$ cat src/rtl/divu_arb.sv
// Round-robin arbiter/sequencer sharing one iterative unsigned divider among NREQ requesters.
// Optional watchdog on the divider done pulse: define DIVARB_TIMEOUT_EN.

module divu_arb_lane (
  input  logic idle,
  input  logic resp,
  input  logic gnt,
  input  logic own,
  input  logic rsp_ready,
  output logic req_ready,
  output logic rsp_valid,
  output logic rsp_hs
);
  assign req_ready = idle & gnt;
  assign rsp_valid = resp & own;
  assign rsp_hs    = rsp_valid & rsp_ready;
endmodule

module divu_arb #(
  parameter int NREQ       = 4,
  parameter int WIDTH      = 8,
  parameter int TMO_CYCLES = 2*WIDTH+4
) (
  input  logic                  clk,
  input  logic                  rstn,
  input  logic [NREQ-1:0]       req_valid,
  output logic [NREQ-1:0]       req_ready,
  input  logic [NREQ*WIDTH-1:0] req_a,
  input  logic [NREQ*WIDTH-1:0] req_b,
  output logic [NREQ-1:0]       rsp_valid,
  input  logic [NREQ-1:0]       rsp_ready,
  output logic [WIDTH-1:0]      rsp_quo,
  output logic [WIDTH-1:0]      rsp_rem,
  output logic                  rsp_dbz,
  output logic                  rsp_err,
  output logic                  div_start,
  output logic [WIDTH-1:0]      div_a,
  output logic [WIDTH-1:0]      div_b,
  input  logic                  div_busy,
  input  logic                  div_done,
  input  logic                  div_dbz,
  input  logic [WIDTH-1:0]      div_val,
  input  logic [WIDTH-1:0]      div_rem
);
  localparam int IW = (NREQ > 1) ? $clog2(NREQ) : 1;

  typedef enum logic [1:0] {IDLE, ISSUE, WAIT, RESP} state_t;

  typedef struct packed {
    logic [WIDTH-1:0] quo;
    logic [WIDTH-1:0] rem;
    logic             dbz;
    logic             err;
  } rsp_t;

  state_t                      state, state_nx;
  logic [IW-1:0]               rr_ptr, owner, gnt_idx;
  logic                        gnt_any, tmo_hit;
  logic [IW:0]                 srch;
  logic [NREQ-1:0]             rsp_hs;
  logic [NREQ-1:0][WIDTH-1:0]  a_v, b_v;
  rsp_t                        rsp;

  assign a_v = req_a;
  assign b_v = req_b;

  assign rsp_quo = rsp.quo;
  assign rsp_rem = rsp.rem;
  assign rsp_dbz = rsp.dbz;
  assign rsp_err = rsp.err;

  // Rotating search starting at rr_ptr; first valid requester wins.
  always_comb begin
    gnt_any = 1'b0;
    gnt_idx = '0;
    srch    = '0;
    for (int i = 0; i < NREQ; i++) begin
      srch = {1'b0, rr_ptr} + (IW+1)'(i);
      if (srch >= (IW+1)'(NREQ)) srch = srch - (IW+1)'(NREQ);
      if (!gnt_any && req_valid[srch[IW-1:0]]) begin
        gnt_any = 1'b1;
        gnt_idx = srch[IW-1:0];
      end
    end
  end

  for (genvar k = 0; k < NREQ; k++) begin : g_lane
    divu_arb_lane u_lane (
      .idle      (state == IDLE),
      .resp      (state == RESP),
      .gnt       (gnt_any && (gnt_idx == IW'(k))),
      .own       (owner == IW'(k)),
      .rsp_ready (rsp_ready[k]),
      .req_ready (req_ready[k]),
      .rsp_valid (rsp_valid[k]),
      .rsp_hs    (rsp_hs[k])
    );
  end

`ifdef DIVARB_TIMEOUT_EN
  localparam int TW = $clog2(TMO_CYCLES+1);
  logic [TW-1:0] tmo_cnt;

  // Counts cycles spent in WAIT; held at zero everywhere else.
  always_ff @(posedge clk) begin
    if (!rstn || state != WAIT) tmo_cnt <= '0;
    else                        tmo_cnt <= tmo_cnt + TW'(1);
  end

  assign tmo_hit = (state == WAIT) && !div_done && (tmo_cnt == TW'(TMO_CYCLES-1));
`else
  assign tmo_hit = 1'b0;
`endif

  always_comb begin
    state_nx  = state;
    div_start = 1'b0;
    case (state)
      IDLE:  if (gnt_any) state_nx = ISSUE;
      ISSUE: if (!div_busy) begin
        div_start = 1'b1;
        state_nx  = WAIT;
      end
      WAIT:  if (div_done || tmo_hit) state_nx = RESP;
      RESP:  if (|rsp_hs) state_nx = IDLE;
      default: state_nx = IDLE;
    endcase
  end

  always_ff @(posedge clk) begin
    if (!rstn) begin
      state  <= IDLE;
      rr_ptr <= '0;
      owner  <= '0;
      div_a  <= '0;
      div_b  <= '0;
      rsp    <= '0;
    end else begin
      state <= state_nx;
      case (state)
        IDLE: if (gnt_any) begin
          owner <= gnt_idx;
          div_a <= a_v[gnt_idx];
          div_b <= b_v[gnt_idx];
        end
        WAIT: if (div_done) begin
          rsp.quo <= div_dbz ? '0 : div_val;
          rsp.rem <= div_dbz ? '0 : div_rem;
          rsp.dbz <= div_dbz;
          rsp.err <= 1'b0;
        end else if (tmo_hit) begin
          rsp <= '{quo: '0, rem: '0, dbz: 1'b0, err: 1'b1};
        end
        // Just-served requester drops to lowest priority.
        RESP: if (|rsp_hs) rr_ptr <= (owner == IW'(NREQ-1)) ? '0 : owner + IW'(1);
        default: ;
      endcase
    end
  end
endmodule

$ cat config.mk
export PLATFORM = sky130hd
export DESIGN_NAME = divu_arb
export DESIGN_NICKNAME = d
export VERILOG_FILES = /design/src/rtl/divu_arb.sv
export SDC_FILE = /design/constraint.sdc
export NUM_CORES = 1
export LEC_CHECK = 0
export ABC_AREA = 0
export CAP_MARGIN = 20
export CORE_UTILIZATION = 35
export DETAILED_ROUTE_END_ITERATION = 7
export PLACE_DENSITY = 0.77
export SLEW_MARGIN = 20
export SYNTH_ARGS = -nofsm -noshare
export SYNTH_HDL_FRONTEND = slang
export SYNTH_HIERARCHICAL = 1
export SYNTH_SLANG_ARGS = --single-unit
$ cat constraint.sdc
create_clock -name clk -period 1.77 [get_ports clk]
set_input_delay 0.354 -clock clk [delete_from_list [all_inputs] [get_ports clk]]
set_output_delay 0.354 -clock clk [all_outputs]
set_load 0.02 [all_outputs]
==> flow_summary.toml <==
[global_routing]
grt_pass1_wl_um = 12670
grt_pass1_vias = 2773
overflow = 0
antenna_found_initial = 0
grt_max_degree = 38
grt_usage_pct = 21.56

[timing]
fmax_mhz = 546.6
final_max_slew_viol_count = 0
worst_slack_ps = -59.62
hold_viol = 0
fin_crit_ps = 1830
fin_crit_sh_pct = 103.4
rsz0062_at_grt = "yes"
fin_worst_skew_ps = 7.167
setup_viol_count_final = 4

[yosys]
netlist_area_um2 = 2440
syn_nets = 396
syn_area_per_cell_um2 = 8.271
ys_seq_elements = 39
ys_types = 44
synth_warnings = 6
syn-instance-count = 295
yosys-top-cells-area = "dfxtp_1 (32%), o21ai_0 (7.0%), a21oi_1 (6.6%)"
synth_top_area_cell = "dfxtp_1"
synth_seq_area_share_pct = 32.00
synth_largest_type_area_fraction_pct = 32.00

[pwr]
p_seq_share_pct = 30.5
power_density_nw_per_um2 = 896.4
pwr-share-comb_pct = 54.0
p_int_w = 0.002426
fin_total_pwr_w = 0.003886
p_leak_nw = 1.647
p_sw_w = 0.001460
p_clk_share_pct = 15.5
switching_share_pct = 37.56
vdd_drop_max_mv = 0.4371

[worst_setup_path]
cp_slowest_cell = "dfxtp_4"
crit_path_start_kind = "flop"
cp-end-kind = "output pin"
crit_chain = "nor2b_1, a211o_1, nor2b_2, and2_4, buf_6"
timing.rr.start = "rr_ptr[1]$_SDFFE_PN0P_"
crit_arrival_ps = 1480
crit_cells = 5
crit_type = "reg2out"
max_stage_delay_ps = 380
cp_max_fo = 5
critPathRequiredTime_ps = 1420
critPathBufInv = 1
cp_top_family = "flip-flops"
r2r_cells = 8
rrSetupSlack_ps = 50
rr_endpoint = "div_b[1]$_SDFFE_PN0P_"

[outcome]
status = "complete, but fails checks"
violations = "setup timing"

[clock_network]
clk-insertion-delay-late_ps = 290
clk_pin_slew_worst_paths_ps = 80
h-tree-depth = 2
cts_tree = "yes"
cts-root-buf = "clkbuf_8"
ctsHoldBuffers = 0
clock_sinks = 39
cts_buffer_depth = 2
cts_buffers = 5

[layout]
drive_above_1_share_pct = 21.24
antenna_cells = 0
area_delta_synth_final_pct = 77.69
design_area_um2 = 4335
finalNetCount = 552

[worst_hold_path]
hold_class = "reg2reg"
holdPathStages = 2
hold_path.startpoint = "rsp_dbz$_SDFFE_PN0P_"
whs_endpoint = "rsp_dbz$_SDFFE_PN0P_"

[die]
die-area_um2 = 7309
io_pins = 136
core_area_um2 = 6756
start_util_pct = 36.11
fp.dieW_um = 85.49
std_cell_rows = 30
die_h_um = 85.49

[placement]
hpwl_um = 5891
io_buffer_count = 134
dpl-instance-area_um2 = 4103
gp_congestion = 0.8758

[drt]
post-route-drc-count = 0
drt-total-wl_um = 8057
vias = 2823
via_per_inst = 5.306
wl_per_cell_um = 15.14
drt-initial-drc-count = 93
antenna_left = 0
drt_pass1_iterations = 4

[flow_run]
maxCapViolCount = 0
-- power groups by stage --
stage | sequential [W] | combinational [W] | clock, W
after global placement | 0.00118 | 0.00201 | 0
after floorplan | 0.00136 | 0.000839 | 0
after CTS | 0.00117 | 0.00204 | 0.000628
after global routing | 0.00120 | 0.00227 | 0.000664
final | 0.00118 | 0.00210 | 0.000603
after detailed placement | 0.00118 | 0.00204 | 0
-- flip-flops by register name, summed over array words and instances (netlist names) --
signal   flops
div_a        8
div_b        8
rsp_quo      8
rsp_rem      8
owner        2
rr_ptr       2
state        2
rsp_dbz      1
-- tightest hold or removal path, cell delays in order, from the launching register on --
cell,delay [ps]
dfxtp_1,310
nand2_1,50
a21boi_0,70
-- cells in the mapped netlist --
library cell / instances
a211o_1: 1
a21bo_2: 1
a21boi_0: 3
a21boi_1: 2
a21boi_4: 1
a21o_1: 14
a21oi_1: 32
a21oi_2: 1
a221oi_1: 14
a221oi_2: 1
a222oi_1: 1
a31oi_1: 1
and2_1: 9
and3_1: 5
buf_2: 8
buf_4: 5
buf_6: 3
clkbuf_1: 10
conb_1: 1
dfxtp_1: 39
ha_1: 8
inv_1: 6
inv_2: 1
mux2i_1: 4
mux2i_2: 1
nand2_1: 11
nand2b_1: 4
nand3_1: 16
nor2_1: 4
nor2_2: 1
nor2b_1: 23
nor3_1: 2
nor3b_1: 16
nor4_1: 1
nor4_4: 1
o21ai_0: 34
o21ai_2: 1
o21bai_1: 1
o221a_2: 2
o22a_2: 1
o22ai_1: 2
o22ai_4: 1
or3_1: 1
or3b_1: 1
-- how the worst max path moves through the flow --
stage                                 startpoint      endpoint  slack, ps
after global placement              req_valid[3]  req_ready[0]       -760
after global routing      rr_ptr[1]$_SDFFE_PN0P_  req_ready[2]       -130
after floorplan                     req_valid[3]  req_ready[0]         40
after CTS                 rr_ptr[1]$_SDFFE_PN0P_  req_ready[2]       -120
after detailed placement            req_valid[3]  req_ready[0]       -810
final                     rr_ptr[0]$_SDFFE_PN0P_  req_ready[0]        -60
-- placed cells by master, fill, tap and decap left out, drive strengths merged, types with 6 or more instances in the layout --
master,instances
nand2,11
dfxtp,39
dlygate4sd2,6
ha,8
and2,9
nor3b,16
a21boi,6
a21oi,33
o21ai,35
clkbuf,7
a221oi,15
nor2b,23
clkdlybuf4s50,121
nand3,16
inv,7
a21o,14
buf,46
-- kinds of logic after synthesis --
| logic type | count (synthesis) | synth area share, % |
|---|---|---|
| AND/OR/NAND/NOR | 95 | 23.44 |
| adder cells (fa/ha/maj) | 8 | 4.103 |
| other | 1 | 0.1537 |
| flip-flops | 39 | 32.00 |
| AO/OA/AOI/OAI | 114 | 30.92 |
| multiplexers | 5 | 2.205 |
| buffers and inverters | 33 | 7.180 |
-- per-stage QoR --
step | cells | setup slack, ps | hold WS, ps | TNS [ps] | utilization (%)
CTS | 531 | -115.3 | 475.9 | -294.1 | 62.48
floorplan | 295 | 38.65 | 477.0 | 0 | -
finish | 532 | -59.62 | 471.6 | -181.1 | 64.17
global placement | 522 | -763.7 | 451.6 | -10030 | 60.72
global route | 532 | -126.7 | 533.0 | -710.2 | 64.17
detailed placement | 522 | -807.8 | 464.8 | -10920 | 60.72
-- timing repair --
action	CTS	global route
cloned	0	1
pin swaps	2	18
setup buffers	1	0
resized for setup	50	34
setup endpoints to repair	29	27
endpoints found under the hold margin	0	0
-- layout make-up --
type,instances,area (µm²)
clock buffer,6,72.57
fill,592,2421
sequential,39,800.8
tap,80,100.1
clock inverter,2,12.51
multi-input combinational,223,1578
inverter,7,26.28
timing repair buffer,175,1745
-- routing by layer --
layer,vias to the layer above,track usage (%),share of wire [%]
met5,-,0,0
met4,0,5.152,1.3
met3,9,4.427,7.6
met2,122,40.44,51
met1,1313,24.99,41
li1,1379,-,-
(Power assumes the default switching activity.)
